File: src/rtl/fetch_redirect_if.sv
// Bundle of hazard-unit, execute-stage and fetch-address signals around fetch_redirect.
// master = EX/hazard side driving resolutions, slave = the fetch PC block (FETCH_REDIRECT_STATS_EN adds redirect_count).
interface fetch_redirect_if #(
    parameter int PC_WIDTH = 32
);
    logic                stall;
    logic                ex_valid;
    logic [4:0]          ex_opcode;
    logic                ex_take_branch;
    logic [PC_WIDTH-1:0] ex_pc;
    logic [16:0]         ex_immediate;
    logic [26:0]         ex_target;
    logic [31:0]         ex_rd_value;
    logic [PC_WIDTH-1:0] pc;
    logic                flush_fd;
    logic                flush_dx;
    logic                redirect_pending;
`ifdef FETCH_REDIRECT_STATS_EN
    logic [31:0]         redirect_count;
`endif

    modport master (
        output stall, ex_valid, ex_opcode, ex_take_branch, ex_pc,
               ex_immediate, ex_target, ex_rd_value,
        input  pc, flush_fd, flush_dx, redirect_pending
`ifdef FETCH_REDIRECT_STATS_EN
             , redirect_count
`endif
    );

    modport slave (
        input  stall, ex_valid, ex_opcode, ex_take_branch, ex_pc,
               ex_immediate, ex_target, ex_rd_value,
        output pc, flush_fd, flush_dx, redirect_pending
`ifdef FETCH_REDIRECT_STATS_EN
             , redirect_count
`endif
    );
endinterface

File: src/rtl/fetch_redirect.sv
// Purpose: owns the fetch PC; applies EX branch/jump redirects and flushes F/D and D/X.
// Latency: redirect on pc one cycle after apply; stall freezes pc and parks a redirect in PENDING.
// Optional FETCH_REDIRECT_STATS_EN: adds a 32-bit count of applied redirects.
module fetch_redirect #(
    parameter int                  PC_WIDTH = 32,
    parameter logic [PC_WIDTH-1:0] RESET_PC = '0
) (
    input logic          clock,
    input logic          reset_n,
    fetch_redirect_if.slave bus
);
    localparam logic [4:0] OP_J   = 5'b00001;
    localparam logic [4:0] OP_BNE = 5'b00010;
    localparam logic [4:0] OP_JAL = 5'b00011;
    localparam logic [4:0] OP_JR  = 5'b00100;
    localparam logic [4:0] OP_BLT = 5'b00110;
    localparam logic [4:0] OP_BEX = 5'b10110;

    typedef enum logic {
        RUN     = 1'b0,
        PENDING = 1'b1
    } state_t;

    state_t              state;
    state_t              state_next;
    logic [PC_WIDTH-1:0] pc_q;
    logic [PC_WIDTH-1:0] pc_next;
    logic [PC_WIDTH-1:0] pend_q;
    logic [PC_WIDTH-1:0] pend_next;
    logic [PC_WIDTH-1:0] target;
    logic [PC_WIDTH-1:0] imm_ext;
    logic                hit_jr;
    logic                hit_jump;
    logic                hit_branch;
    logic                redirect;
    logic                apply;

    // Resolution decode; opcodes are disjoint but the priority chain keeps jr > jump > branch explicit.
    always_comb begin
        hit_jr     = bus.ex_valid && (bus.ex_opcode == OP_JR);
        hit_jump   = bus.ex_valid && ((bus.ex_opcode == OP_J) || (bus.ex_opcode == OP_JAL));
        hit_branch = bus.ex_valid && bus.ex_take_branch &&
                     ((bus.ex_opcode == OP_BNE) || (bus.ex_opcode == OP_BLT) ||
                      (bus.ex_opcode == OP_BEX));
        redirect   = hit_jr || hit_jump || hit_branch;
        imm_ext    = PC_WIDTH'($signed(bus.ex_immediate));
        target     = '0;
        if (hit_jr) begin
            target = bus.ex_rd_value[PC_WIDTH-1:0];
        end else if (hit_jump) begin
            target = PC_WIDTH'(bus.ex_target);
        end else if (hit_branch) begin
            if (bus.ex_opcode == OP_BEX) begin
                target = PC_WIDTH'(bus.ex_target);
            end else begin
                target = bus.ex_pc + PC_WIDTH'(1) + imm_ext;
            end
        end
    end

    always_ff @(posedge clock or negedge reset_n) begin
        if (!reset_n) begin
            state  <= RUN;
            pc_q   <= RESET_PC;
            pend_q <= '0;
        end else begin
            state  <= state_next;
            pc_q   <= pc_next;
            pend_q <= pend_next;
        end
    end

    always_comb begin
        state_next = state;
        pc_next    = pc_q;
        pend_next  = pend_q;
        apply      = 1'b0;
        case (state)
            RUN: begin
                if (redirect) begin
                    if (bus.stall) begin
                        pend_next  = target;
                        state_next = PENDING;
                    end else begin
                        pc_next = target;
                        apply   = 1'b1;
                    end
                end else if (!bus.stall) begin
                    pc_next = pc_q + PC_WIDTH'(1);
                end
            end
            PENDING: begin
                // EX contents are ignored here: the oldest captured redirect wins.
                if (!bus.stall) begin
                    pc_next    = pend_q;
                    apply      = 1'b1;
                    state_next = RUN;
                end
            end
            default: state_next = RUN;
        endcase
    end

    assign bus.pc               = pc_q;
    assign bus.flush_fd         = apply;
    assign bus.flush_dx         = apply;
    assign bus.redirect_pending = (state == PENDING);

`ifdef FETCH_REDIRECT_STATS_EN
    logic [31:0] count_q;

    always_ff @(posedge clock or negedge reset_n) begin
        if (!reset_n) begin
            count_q <= '0;
        end else if (apply) begin
            count_q <= count_q + 32'd1;
        end
    end

    assign bus.redirect_count = count_q;
`endif

    a_no_flush_in_stall: assert property (@(posedge clock) disable iff (!reset_n)
        apply |-> !bus.stall);
    a_pending_freezes_pc: assert property (@(posedge clock) disable iff (!reset_n)
        (state == PENDING && bus.stall) |=> (pc_q == $past(pc_q)));
endmodule

File: src/flat_wrapper.sv
// flat-port wrapper written by rule: the top's interface ports become plain ports
module fetch_redirect_flat 
#(
    parameter int                  PC_WIDTH = 32,
    parameter logic [PC_WIDTH-1:0] RESET_PC = '0
)
  (clock, reset_n, bus_stall, bus_ex_valid, bus_ex_opcode, bus_ex_take_branch, bus_ex_pc, bus_ex_immediate, bus_ex_target, bus_ex_rd_value, bus_pc, bus_flush_fd, bus_flush_dx, bus_redirect_pending);
  fetch_redirect_if #(.PC_WIDTH(PC_WIDTH)) bus_i ();
  input logic clock;
  input logic reset_n;
  input wire logic [$bits(bus_i.stall)-1:0] bus_stall;
  input wire logic [$bits(bus_i.ex_valid)-1:0] bus_ex_valid;
  input wire logic [$bits(bus_i.ex_opcode)-1:0] bus_ex_opcode;
  input wire logic [$bits(bus_i.ex_take_branch)-1:0] bus_ex_take_branch;
  input wire logic [$bits(bus_i.ex_pc)-1:0] bus_ex_pc;
  input wire logic [$bits(bus_i.ex_immediate)-1:0] bus_ex_immediate;
  input wire logic [$bits(bus_i.ex_target)-1:0] bus_ex_target;
  input wire logic [$bits(bus_i.ex_rd_value)-1:0] bus_ex_rd_value;
  output wire logic [$bits(bus_i.pc)-1:0] bus_pc;
  output wire logic [$bits(bus_i.flush_fd)-1:0] bus_flush_fd;
  output wire logic [$bits(bus_i.flush_dx)-1:0] bus_flush_dx;
  output wire logic [$bits(bus_i.redirect_pending)-1:0] bus_redirect_pending;
  assign bus_i.stall = bus_stall;
  assign bus_i.ex_valid = bus_ex_valid;
  assign bus_i.ex_opcode = bus_ex_opcode;
  assign bus_i.ex_take_branch = bus_ex_take_branch;
  assign bus_i.ex_pc = bus_ex_pc;
  assign bus_i.ex_immediate = bus_ex_immediate;
  assign bus_i.ex_target = bus_ex_target;
  assign bus_i.ex_rd_value = bus_ex_rd_value;
  assign bus_pc = bus_i.pc;
  assign bus_flush_fd = bus_i.flush_fd;
  assign bus_flush_dx = bus_i.flush_dx;
  assign bus_redirect_pending = bus_i.redirect_pending;
  fetch_redirect #(.PC_WIDTH(PC_WIDTH), .RESET_PC(RESET_PC)) u_core (.clock(clock), .reset_n(reset_n), .bus(bus_i));
endmodule
File: config.mk
export PLATFORM = sky130hd
export DESIGN_NAME = fetch_redirect_flat
export DESIGN_NICKNAME = d
export VERILOG_FILES = /design/src/rtl/fetch_redirect_if.sv /design/src/rtl/fetch_redirect.sv /design/src/flat_wrapper.sv
export SDC_FILE = /design/constraint.sdc
export NUM_CORES = 1
export LEC_CHECK = 0
export ABC_AREA = 1
export CORE_MARGIN = 8
export CORE_UTILIZATION = 25
export DETAILED_ROUTE_END_ITERATION = 10
export PLACE_DENSITY = 0.47
export SYNTH_ARGS = -nofsm -noshare
export SYNTH_HDL_FRONTEND = slang
export SYNTH_SLANG_ARGS = --single-unit
export TNS_END_PERCENT = 100
File: constraint.sdc
create_clock -name clock -period 3.7 [get_ports clock]
set_input_delay 1.11 -clock clock [delete_from_list [all_inputs] [get_ports clock]]
set_output_delay 1.11 -clock clock [all_outputs]
set_load 0.1 [all_outputs]
==> results of run 1 <==
## layout by cell type (no fill, tap or decap), types with 5 or more instances in the layout
cell	Yosys	layout
o21ai_1	20	20
nand3b_1	5	5
o21bai_1	8	8
o21ai_0	25	25
dfrtp_1	65	64
xnor2_1	6	6
nor3_1	18	17
clkdlybuf4s50_1	0	112
nor2_1	159	158
a22oi_1	5	5
inv_1	140	140
inv_2	9	8
xor2_1	23	23
ha_1	32	32
clkbuf_16	0	9
nand2_1	389	388
a21oi_1	73	73
nand3_1	84	84
nand4_1	23	23
a31oi_1	11	11
buf_4	6	64
nor3_2	6	6
## synth_stat cells, drive strengths merged (21+ instances only)
cell type / number
nand4: 23
nor3: 25
nor2: 164
nand2: 395
xor2: 23
o21ai: 45
inv: 151
nand3: 88
ha: 32
buf: 21
a21oi: 73
dfrtp: 65
## critical path: stages
cell and delay [ns]:
clkdlybuf4s50_1 0.51, nand2_2 0.09, nor2_1 0.09, nand2_1 0.11, nand2_4 0.09, nor2_4 0.05
nand2_4 0.06, inv_4 0.04, nor2_4 0.14, buf_12 0.19
## per-layer routing
metal,global-route usage,up-vias
met4,0.0429,0
met1,0.219,3682
li1,-,4156
met3,0.0265,34
met5,0,-
met2,0.286,228
## worst min path at each step
stage | slack (ns) | to | startpoint | cells past startpoint
after floorplan | 0.45 | u_core.pend_q[11] | u_core.pend_q[11] | 2
after global placement | 0.47 | u_core.pend_q[20] | u_core.pend_q[20] | 2
after detailed placement | 0.47 | u_core.pend_q[22] | u_core.pend_q[22] | 2
after CTS | 0.48 | u_core.pend_q[22] | u_core.pend_q[22] | 2
after global routing | 0.49 | u_core.pend_q[18] | u_core.pend_q[18] | 2
final | 0.48 | u_core.pend_q[11] | u_core.pend_q[11] | 2
## area by class of cell
type / count / area, sq um / area share
diodes: 1 / 2.50 / 0.000267
clock buffers: 12 / 267 / 0.0284
clock inverters: 4 / 26.3 / 0.00280
inverters: 153 / 582 / 0.0620
multi-input cells: 936 / 4680 / 0.498
flip-flops and latches: 65 / 1630 / 0.173
well taps: 378 / 473 / 0.0504
repair buffers: 185 / 1730 / 0.185
## cell families after synthesis
kind of cell	after synthesis
and+or+nand+nor	713
buffers and inverters	185
AOI/OAI and AO/OA	161
DFF	65
adders and majority gates	33
xor gates and xnor gates	29
## sequential cells by signal (all words and copies together) (netlist names)
name,cells
u_core.pend_q,32
u_core.bus.redirect_pending,1
u_core.bus.pc,32
## power groups by stage
stage	Clock, mW	Combinational (mW)	Sequential (mW)
after global routing	0.881	2.21	1.09
after detailed placement	0	2.04	1.08
after floorplan	0	0.816	1.65
after global placement	0	2.03	1.08
after CTS	0.853	2.04	1.07
final	0.837	2.03	1.07
## per-stage QoR
step / area (sq um) / total power [mW] / hold WS, ns
after floorplan: 7060 / 2.46 / 0.449
after global placement: 9080 / 3.11 / 0.465
after detailed placement: 9080 / 3.12 / 0.466
after CTS: 9370 / 3.97 / 0.481
after global routing: 9390 / 4.18 / 0.492
final: 9390 / 3.94 / 0.480
## repair_timing
item,CTS,global route
resized for setup,1,4
pin swaps,0,2
gates cloned,0,0
endpoints found under the setup margin,2,2
==> metrics.txt, run 1 <==
Slew HR=0.647; vias in the first global route=8138; Most used DFF post-synth=dfrtp_1; Vias=8100; largest family of logic cells by synthesized area=simple AND/OR/NAND/NOR gates; Post-Route M1 WL=13100 microns; Placer Congestion=0.953; Req. time, crit path=2.59 ns; top layer reached by signal wires=met4; pins over their slew limit=0; RSZ-0062 raised after global routing=false; switching power=1.97 mW; Placed Cells=1717; clk_lat worst skew=0.34 ns; CTS tree=done; die area=33700 sq um; Final Critical Period=3.59 ns; Max-cap violations=0; clock power share=0.212; number of synthesized flops with an enable pin=0; global-route usage over all layers=0.168; Critical path origin=bus_ex_opcode[1]; CP Max Fanout=2; Synthesized Nets=1337; Die Y=184 microns; Num CTS Buffers=9; fillcell total=3130; Net Sw Frac=0.500; VDD IR max=215 uV; Max Fclk=0.278 GHz; Detailed Route Iter0 Violations=511; Final WS setup=0.106 ns; nets=1501; hold bufs inserted after CTS=0; r2r setup slk=1.42 ns; CP Capture Type=primary output; share of flip-flops with an asynchronous set or reset=1.00; Adder-Cell Fraction of Synth Area=0.0599; global-route wire length before repair=44600 microns; Pre-Repair DR Iteration Count=5; CTS Buffer Depth=2; Synth Area in XOR/XNOR=0.0362; CP Class=in -> out; #FFs+latches synth=65; Layout Cells excl Fill=1734; worst-margin pin slew=0.529 ns; clock skew=0.00984 ns; core area=27700 sq um; post-CTS setup buffer count=0; reg-to-reg critical path startpoint=u_core.bus.pc[1]; mean post-synth cell area=5.92 sq um; Compound-Gate Fraction of Synth Area=0.131; htree depth=3; vias per std cell=4.67; critical path endpoint=bus_flush_dx; area grow syn2layout=33.7%; final setup fails=0; DRT antenna net count=0; Layout Utilization=0.339; Starting Density=0.253; Final period util=0.971; Seq pwr share=0.272; Synth area leader=dfrtp_1; met3 routed wirelength=1580 microns; HPWL after DPL=23700 microns; CTS root buf=clkbuf_16; synthesized cell area=7020 sq um; port buffer count=152; post-synthesis cell count=1186; post-synthesis sequential area ratio=0.232; combinational power share=0.516; top-area cell type share of the netlist area=0.232; Yosys cell types=47; Worst-path clk slew=0.05 ns; Worst EP arrival=2.48 ns; synth top area cells=dfrtp_1 (23%), nand2_1 (21%), nor2_1 (8.5%), inv_1 (7.5%), nand3_1 (6.0%); largest net degree at the start of global routing=66; simple-gate share of the synthesized area=0.435; setup total negative slack=0 ns; FF-to-FF End=u_core.bus.pc[20]; Hold WC Path Type=reg -> reg; met2 wire length=13500 microns; io pins=153; P_leak=4.66 nW; initial antenna violation count=1; Routed WL=28800 microns; GRT overflow=0; share of layout cells above drive strength 1=0.0937; Pint=1.97 mW; Die W=184 microns; CP Launch Type=primary input; Power Dens Cells=420 nW/um^2; CTS sink cnt=65; outcome=finished, final reports clean; Place WS=-0.000933 ns; Fin. Hold Viols=0; WL/cell=16.6 microns; post-synthesis mux area share=0; Yosys warning count=0; Core Rows=61; worst r2r path cells=11; DRC violations left=0
(Power assumes the default switching activity.)
==> inputs of run 2 (changes only) <==
==> constraint.sdc (replaced) <==
create_clock -name clock -period 4.5 [get_ports clock]
set_input_delay 1.35 -clock clock [delete_from_list [all_inputs] [get_ports clock]]
set_output_delay 1.35 -clock clock [all_outputs]
set_load 0.1 [all_outputs]
==> metrics.txt, run 2 (same netlist as run 1, synthesis figures left out) <==
outcome=finished, final reports clean; Inserted Diodes=0 (-1); CTS Buffer Depth=2 (unchanged); Worst-path clk slew=0.06 ns (about the same); global-route usage over all layers=0.173 (+0.00424); Seq pwr share=0.272 (about the same); crit-path cells=clkdlybuf4s50_1 > nor3_2 > nand3_2 > nand2_4 > nor2_4 > nand2_2 > inv_2 > nor2_4 > buf_12; Detailed Route Iter0 Violations=561 (+9.8%); min-delay src=u_core.pend_q[22]; Resize count post-CTS=0 (-1); Req. time, crit path=3.15 ns (+0.56 ns); slowest cell on the critical path=clkdlybuf4s50_1; WHS Path Cells=2 (unchanged); nets=1486 (-1.0%); pins over their slew limit=0 (unchanged); r2r setup slk=2.18 ns (+0.76 ns); Starting Density=0.253 (unchanged); clock power share=0.206 (-0.006); CP Max Fanout=10 (+8); Pint=1.60 mW (-19%); vias per std cell=4.70 (+0.58%); final setup fails=0 (unchanged); post-CTS setup buffer count=0 (unchanged); crit path buf inv count=3 (unchanged); GRT overflow=0 (unchanged); CP Launch Type=primary input; worst r2r path cells=11 (unchanged); io pins=153 (unchanged); Placed Cells=1702 (-0.87%); CTS root buf=clkbuf_16; CTS sink cnt=65 (unchanged); met2 Use GR=0.295 (+0.00847); Die Y=184 microns (unchanged); Placer Congestion=0.893 (-6.3%); core area=27700 sq um (unchanged); Vias=8072 (-0.35%); port buffer count=152 (unchanged); Worst EP arrival=2.90 ns (+0.42 ns); Power Dens Cells=347 nW/um^2 (-17%); busiest grt layer=met2; DRC violations left=0 (unchanged); Slew HR=0.280 (-0.367); Place WS=0.248 ns (+0.249 ns); RSZ-0062 raised after global routing=false; CP peak stage delay=0.52 ns (about the same); setup total negative slack=0 ns (unchanged); htree depth=3 (unchanged); Max Fclk=0.235 GHz; clk_lat worst skew=0.34 ns (about the same); GR Layer Usage met1=0.225 (+0.00602); initial antenna violation count=0 (-1); CP Capture Type=primary output; commonest cells after routing, fill and taps aside=nand2_1 (389), nor2_1 (158), clkdlybuf4s50_1 (148); Final Critical Period=4.25 ns; switching power=1.63 mW (-17%); Pre-Repair DR Iteration Count=5 (unchanged); combinational power share=0.522 (+0.006); VDD IR max=180 uV (-16%); area grow syn2layout=32.3%; CTS tree=done; DRT antenna net count=0 (unchanged); cell family with most CP delay=simple AND/OR/NAND/NOR gates; FF-to-FF End=u_core.bus.pc[20]; Layout Cells excl Fill=1718 (-0.92%); Net Sw Frac=0.504 (+0.00376); Die W=184 microns (unchanged); die area=33700 sq um (unchanged); Routed WL=29200 microns (+1.4%); Num CTS Buffers=9 (unchanged); Hold WC Path Type=reg -> reg; hold path endpoint=u_core.pend_q[22]; hold bufs inserted after CTS=0 (unchanged); CP Class=in -> out; Max-cap violations=0 (unchanged); WL/cell=17.0 microns (+2.3%); Core Rows=61 (unchanged); largest net degree at the start of global routing=51 (-23%); vias in the first global route=8112 (-0.32%); most common cell after layout, fill and taps aside=nand2_1; Final WS setup=0.249 ns (+0.143 ns); P_leak=4.52 nW (-3.1%); fillcell total=3125 (-0.16%); Critical path origin=bus_ex_opcode[3]; worst-margin pin slew=1.08 ns (+0.551 ns); global-route wire length before repair=45400 microns (+1.7%); HPWL after DPL=24000 microns (+1.5%); share of layout cells above drive strength 1=0.0567 (-0.0370); Final period util=0.945; clock skew=0.00738 ns (-0.00246 ns); Worst path depth=9 (-1); routing usage on met3=0.0251 (-0.00138); Fin. Hold Viols=0 (unchanged); reg-to-reg critical path startpoint=u_core.bus.pc[0]; most frequent CP cell=nor2_4
run 2: final cells by class:
class | instances | area [sq um] | share of cell area
clock buffer | 11 | 243 | 0.0261
inverter | 153 | 579 | 0.0623
clock inverter | 5 | 31.3 | 0.00337
tap | 378 | 473 | 0.0509
sequential | 65 | 1630 | 0.175
multi-input combinational | 936 | 4660 | 0.501
timing repair buffer | 170 | 1680 | 0.181
run 2: worst max-delay path by stage:
stage,end,slack [ns]
floorplan,bus_flush_fd,0.09
finish,bus_flush_dx,0.25
detailed placement,bus_flush_fd,0.25
CTS,bus_flush_fd,0.25
global placement,bus_flush_dx,0.29
global route,bus_flush_dx,0.18
run 2: per-layer routing:
layer,up-vias,part of all wire
met1,3723,0.47
li1,4127,-
met3,29,0.043
met4,0,0.018
met5,-,0
met2,193,0.47
run 2: tightest hold or removal path, stage by stage (launching register included):
cell and delay, ns:
dfrtp_1 0.34, nand2_1 0.05, nand2_1 0.05
run 2: metrics by stage:
stage	utilization	instance area, sq um	power (mW)	hold WS [ns]
2_1_floorplan	-	7030	2.02	0.449
3_3_place_gp	0.325	9020	2.58	0.465
3_5_place_dp	0.325	9020	2.58	0.465
4_1_cts	0.335	9290	3.25	0.481
5_1_grt	0.335	9290	3.42	0.501
6_report	0.335	9290	3.23	0.479
run 2: power groups by stage:
stage | combinational [mW] | clock, mW | sequential [mW]
floorplan | 0.667 | 0 | 1.35
global placement | 1.69 | 0 | 0.889
detailed placement | 1.69 | 0 | 0.888
CTS | 1.69 | 0.677 | 0.878
global route | 1.83 | 0.696 | 0.898
finish | 1.69 | 0.663 | 0.879
